### src/rtl/spi_mosi_tx.sv
// Mode-0 SPI master transmitter: bytes with a command/data flag arrive on a valid/ready
// handshake and are shifted out MSB-first, with SPI_CS held low across a multi-byte frame.
module spi_mosi_tx #(
   parameter int DIV = 4,
   parameter int GAP = 8
) (
   input  logic       SCLK,
   input  logic       Rst,
   input  logic [7:0] tx_data,
   input  logic       tx_dc,
   input  logic       tx_last,
   input  logic       tx_valid,
   output logic       tx_ready,
   output logic       SPI_CLK,
   output logic       SPI_DATA,
   output logic       DC_out,
   output logic       SPI_CS,
   output logic       busy
);

   typedef enum logic [2:0] {
      S_IDLE, S_SETUP, S_HIGH, S_LOW, S_TAIL, S_GAP, S_WAIT, S_HOLD
   } state_e;

   localparam logic [7:0] DIV_LAST = 8'(DIV - 1);
   localparam logic [7:0] GAP_LAST = 8'(GAP - 1);

   state_e      state_q, state_d;
   logic [7:0]  div_q, div_d;
   logic [2:0]  bit_q, bit_d;
   logic [6:0]  shift_q, shift_d;
   logic        last_q, last_d;
   logic        clk_q, clk_d;
   logic        data_q, data_d;
   logic        dc_q, dc_d;
   logic        cs_q, cs_d;
   logic        ready_q, ready_d;
   logic        busy_q, busy_d;

   logic        div_done;
   logic        accept;

   assign div_done = (div_q == DIV_LAST);
   assign accept   = tx_valid & ready_q;

   // NOTE: every output of this block below is a default copy of its register, so no
   // path through the case leaves a signal unassigned and no latch is inferred.
   always_comb begin
      state_d = state_q;
      div_d   = div_q + 8'd1;
      bit_d   = bit_q;
      shift_d = shift_q;
      last_d  = last_q;
      clk_d   = clk_q;
      data_d  = data_q;
      dc_d    = dc_q;
      cs_d    = cs_q;
      ready_d = ready_q;

      case (state_q)
         S_IDLE: begin
            cs_d    = 1'b1;
            ready_d = 1'b1;
            div_d   = '0;
         end
         S_WAIT: begin
            ready_d = 1'b1;
            div_d   = '0;
         end
         S_SETUP: begin
            if (div_done) begin
               clk_d   = 1'b1;
               bit_d   = bit_q + 3'd1;
               div_d   = '0;
               state_d = S_HIGH;
            end
         end
         S_HIGH: begin
            if (div_done) begin
               div_d = '0;
               // The 3-bit edge count wraps to zero on the eighth rising edge.
               if (bit_q != 3'd0) begin
                  clk_d   = 1'b0;
                  shift_d = {shift_q[5:0], 1'b0};
                  data_d  = shift_q[6];
                  state_d = S_LOW;
               end else begin
                  state_d = S_TAIL;
               end
            end
         end
         S_TAIL: begin
            // Last bit stays high one extra half-period so a byte spans 17*DIV cycles.
            if (div_done) begin
               clk_d   = 1'b0;
               div_d   = '0;
               state_d = last_q ? S_HOLD : S_GAP;
            end
         end
         S_LOW: begin
            if (div_done) begin
               clk_d   = 1'b1;
               bit_d   = bit_q + 3'd1;
               div_d   = '0;
               state_d = S_HIGH;
            end
         end
         S_GAP: begin
            if (div_q == GAP_LAST) begin
               ready_d = 1'b1;
               div_d   = '0;
               state_d = S_WAIT;
            end
         end
         S_HOLD: begin
            if (div_done) begin
               cs_d    = 1'b1;
               ready_d = 1'b1;
               div_d   = '0;
               state_d = S_IDLE;
            end
         end
         default: begin
            state_d = S_IDLE;
         end
      endcase

      // Accepting from WAIT is identical to IDLE; SPI_CS is simply already low.
      if (accept && (state_q == S_IDLE || state_q == S_WAIT)) begin
         shift_d = tx_data[6:0];
         data_d  = tx_data[7];
         dc_d    = tx_dc;
         last_d  = tx_last;
         cs_d    = 1'b0;
         ready_d = 1'b0;
         bit_d   = '0;
         div_d   = '0;
         state_d = S_SETUP;
      end

      busy_d = (state_d != S_IDLE);
   end

   // NOTE: state registers use non-blocking assignments so every register samples the
   // pre-edge value of the others, independent of statement order.
   always_ff @(posedge SCLK) begin
      if (Rst) begin
         state_q <= S_IDLE;
         div_q   <= '0;
         bit_q   <= '0;
         shift_q <= '0;
         last_q  <= 1'b0;
         clk_q   <= 1'b0;
         data_q  <= 1'b0;
         dc_q    <= 1'b0;
         cs_q    <= 1'b1;
         ready_q <= 1'b0;
         busy_q  <= 1'b0;
      end else begin
         state_q <= state_d;
         div_q   <= div_d;
         bit_q   <= bit_d;
         shift_q <= shift_d;
         last_q  <= last_d;
         clk_q   <= clk_d;
         data_q  <= data_d;
         dc_q    <= dc_d;
         cs_q    <= cs_d;
         ready_q <= ready_d;
         busy_q  <= busy_d;
      end
   end

   assign tx_ready = ready_q;
   assign SPI_CLK  = clk_q;
   assign SPI_DATA = data_q;
   assign DC_out   = dc_q;
   assign SPI_CS   = cs_q;
   assign busy     = busy_q;

endmodule
### config.mk
export PLATFORM = sky130hd
export DESIGN_NAME = spi_mosi_tx
export DESIGN_NICKNAME = d
export VERILOG_FILES = /design/src/rtl/spi_mosi_tx.sv
export SDC_FILE = /design/constraint.sdc
export NUM_CORES = 1
export LEC_CHECK = 0
export ABC_CLOCK_PERIOD_IN_PS = 6200
export CORE_MARGIN = 1.5
export CORE_UTILIZATION = 55
export CTS_BUF_LIST = sky130_fd_sc_hd__clkbuf_4 sky130_fd_sc_hd__clkbuf_8
export CTS_CLUSTER_DIAMETER = 120
export DETAILED_ROUTE_END_ITERATION = 8
export GPL_TIMING_DRIVEN = 0
export PLACE_DENSITY = 0.77
export SLEW_MARGIN = 20
export SYNTH_ARGS = -nofsm -noshare
export SYNTH_HDL_FRONTEND = slang
export SYNTH_SLANG_ARGS = --single-unit
### constraint.sdc
create_clock -name SCLK -period 6.2 [get_ports SCLK]
set_input_delay 0.93 -clock SCLK [delete_from_list [all_inputs] [get_ports SCLK]]
set_output_delay 0.93 -clock SCLK [all_outputs]
set_load 0.02 [all_outputs]
==> results.py, run 1 <==
metrics = {
    "floorplanning": {
        "io_pins": 19,
        "start_util_pct": 57.25,
        "die-area_um2": 2843,
        "rows": 18,
        "die_h_um": 53.32,
        "dieWidth_um": 53.32,
        "core_um2": 2432,
    },
    "layout": {
        "mostFrequentLayoutCells": "dfxtp_1 (28), clkdlybuf4s50_1 (18), nor2_1 (14)",
        "diodes": 0,
        "fin_nets": 205,
        "syn2layout_area_growth_pct": 19.41,
        "final_util_pct": 68.36,
        "nFillCells": 217,
        "layout-drive-gt1-share_pct": 5.851,
        "layout_commonest_cell": "dfxtp_1",
    },
    "drt": {
        "num_vias": 1312,
        "drt_iter0_drc": 50,
        "first_pass_iters": 4,
        "antenna_left": 0,
        "drc": 0,
        "routed_wl_um": 3125,
        "drt-vias-per-instance": 6.018,
        "wl_per_cell_um": 14.33,
    },
    "grt": {
        "grt_pass1_wl_um": 5230,
        "grt_use_total_pct": 25.53,
        "antenna_found_initial": 0,
        "grt_pass1_vias": 1192,
        "overflow": 0,
        "grt_max_degree": 17,
    },
    "sta": {
        "tns_ns": 0,
        "fin_crit_ns": 2.721,
        "fin_ws_ns": 3.479,
        "hold_viol_final": 0,
        "min_period_over_period_pct": 43.88,
        "drv_slew": 0,
        "setup-violations-final": 0,
        "max_slew.worst_pin.slew_ns": 0.6519,
        "fmaxAchievable_mhz": 367.5,
        "slew_headroom_pct": 56.18,
        "clock_skew_ns": 0.004513,
        "grt_setup_unrepaired": "no",
    },
    "logic_synthesis": {
        "yosys_warnings": 0,
        "syn_area_um2": 1393,
        "netlist_instances": 166,
        "yosys_most_used_dff": "dfxtp_1",
        "ys_ff_latch": 28,
        "ys_types": 42,
        "syn-num-nets": 182,
        "synth.avg_cell_area_um2": 8.389,
        "async_flop_share_pct": 0,
        "synth_edf_count": 0,
        "yosysSeqAreaShare_pct": 40.25,
    },
    "clock_tree": {
        "clkTransAtPathRegs_ns": 0.16,
        "clockBufferDepth": 2,
        "cts_sinks": 28,
        "cts_root_buf": "clkbuf_4",
        "cts_resized": 0,
        "clk_latency_ns": 0.34,
        "postCtsSetupRepairBufs": 0,
        "cts_buffers": 3,
        "ctsHtreeMaxLevel": 1,
        "cts_tree": "built",
        "cts_hold_buf": 0,
    },
    "power": {
        "power_density_nw_per_um2": 232.6,
        "leakage_nw": 0.6285,
        "ir_worst_vdd_mv": 0.1930,
    },
    "critical_path": {
        "cp_slowest_cell": "nor4_2",
        "cp-startpoint": "tx_valid",
        "worst_ep_arrival_time_ns": 2.96,
        "required_ns": 6.44,
        "r2r_start": "div_q[0]$_SDFF_PP0_",
        "path_cells": "clkdlybuf4s50_1 -> nand2_1 -> nor4_2 -> clkbuf_1 -> mux2i_1 -> nor2_1",
        "critPathCaptureType": "flip-flop",
        "crit_path_max_fanout": 10,
        "cpPeakStageDelay_ns": 0.62,
        "start_kind": "input pin",
        "crit_type": "in -> reg",
    },
    "run": {
        "cap_violations": 0,
    },
    "placed_design": {
        "hpwl_um": 2237,
        "place_worst_setup_slack_ns": 3.160,
        "port_buffers": 18,
        "gp_congestion": 0.8783,
    },
    "worst_hold_path": {
        "worstHoldStart": "div_q[0]$_SDFF_PP0_",
        "min_path_type": "reg -> reg",
    },
    "outcome": {
        "status": "finished clean",
    },
}
[final cells by class]
cell class	instances	area, um2	area share, %
Sequential cell	28	560.5	33.71
Buffer	8	32.53	1.956
Multi-Input combinational cell	123	773.2	46.50
Tap cell	30	37.54	2.257
Clock inverter	1	30.03	1.806
Clock buffer	3	22.52	1.354
Inverter	7	26.28	1.580
Timing Repair Buffer	18	180.2	10.84
[flip-flops by register name, indices dropped and copies added, names as in the netlist]
| register | flops |
|---|---|
| busy | 1 |
| SPI_CS | 1 |
| DC_out | 1 |
| shift_q | 7 |
| SPI_CLK | 1 |
| state_q | 3 |
| bit_q | 3 |
| SPI_DATA | 1 |
| tx_ready | 1 |
| div_q | 8 |
| last_q | 1 |
[synthesized netlist by cell type, drive strengths merged, types with 2 or more instances]
| library cell | n | area [um2] |
|---|---|---|
| and3 | 4 | 25.02 |
| nand3 | 8 | 40.04 |
| nor2b | 3 | 18.77 |
| a31oi | 3 | 18.77 |
| inv | 7 | 26.28 |
| o21ai | 10 | 50.05 |
| nor3 | 6 | 30.03 |
| dfxtp | 28 | 560.5 |
| ha | 3 | 37.54 |
| a22oi | 7 | 52.55 |
| xor2 | 5 | 43.79 |
| nand2 | 12 | 45.04 |
| xnor2 | 2 | 17.52 |
| nor2 | 15 | 63.81 |
| or2 | 2 | 12.51 |
| clkbuf | 6 | 22.52 |
| and2 | 2 | 12.51 |
| a211oi | 2 | 15.01 |
| nand2b | 3 | 18.77 |
| buf | 2 | 10.01 |
| nand3b | 2 | 15.01 |
| a21oi | 13 | 65.06 |
| mux2i | 4 | 40.04 |
[through the flow]
step	power (W)	cells	instance area [um2]	hold slack, ns
6_report	0.0003868	218	1663	0.4530
5_1_grt	0.0004019	218	1663	0.4792
4_1_cts	0.0003876	218	1663	0.4557
3_5_place_dp	0.0002658	214	1610	0.4352
3_3_place_gp	0.0002635	214	1610	0.4282
2_1_floorplan	0.0002398	166	1393	0.4132
[where the power goes]
group | switching [W] | internal [W] | total, W
Sequential | 0.00000739 | 0.000190 | 0.000198
Clock | 0.0000580 | 0.0000655 | 0.000123
Combinational | 0.0000357 | 0.0000298 | 0.0000655
[metal layers]
metal	wire length [um]	share of wire, %	vias to the layer above	GRT usage, %
li1	-	-	646	-
met3	124	4.0	6	3.955
met1	1394	45	618	31.08
met4	54	1.7	0	10.68
met5	0	0	-	0
met2	1552	50	42	44.03
[worst max-delay path, delay by kind of cell]
family / cells / cell delay (ns)
buffers and inverters: 2 / 0.97
AND/OR/NAND/NOR: 3 / 0.79
multiplexers: 1 / 0.26
[worst paths after layout]
kind,endpoint,slack [ns],cells after the start
worst max-delay path,DC_out$_SDFFE_PP0P_,3.48,6
worst min-delay path,div_q[0]$_SDFF_PP0_,0.45,1
worst max register to register,busy$_SDFF_PP0_,3.87,6
worst min register to register,div_q[0]$_SDFF_PP0_,0.45,1
[kinds of logic (layout without fill, tap and decap cells)]
| logic type | count (synthesis) | after routing | share of synthesized area [%] |
|---|---|---|---|
| AO/OA/AOI/OAI | 46 | 46 | 21.29 |
| XOR/XNOR | 7 | 7 | 4.403 |
| adder cells (fa/ha/maj) | 3 | 3 | 2.696 |
| buffers and inverters | 15 | 37 | 4.223 |
| flip-flops | 28 | 28 | 40.25 |
| multiplexers | 4 | 4 | 2.875 |
| AND/OR/NAND/NOR | 63 | 63 | 24.26 |
Note: power is estimated with default switching activity, not from simulation.
==> inputs of run 2 (changes only) <==
ABC_CLOCK_PERIOD_IN_PS = 2800   (was 6200)
clock period = 2.8 ns   (was 6.2 ns; I/O delays follow)
==> results of run 2 <==
Same layout as run 1 (identical final DEF). Status: finished clean.
Among the figures that moved: setup slack after placement 3.160 ns -> 0.2696 ns; clock-pin slew on the worst setup and hold paths 0.16 ns -> 0.15 ns; setup slack after layout 3.479 ns -> 0.4709 ns; start point of the critical path tx_valid -> div_q[0]$_SDFF_PP0_; end point of the critical path DC_out$_SDFFE_PP0P_ -> busy$_SDFF_PP0_; register-to-register setup slack 3.87 ns -> 0.47 ns; total power 0.0003868 W -> 0.0008565 W; worst IR drop on VDD 0.1930 mV -> 0.4274 mV
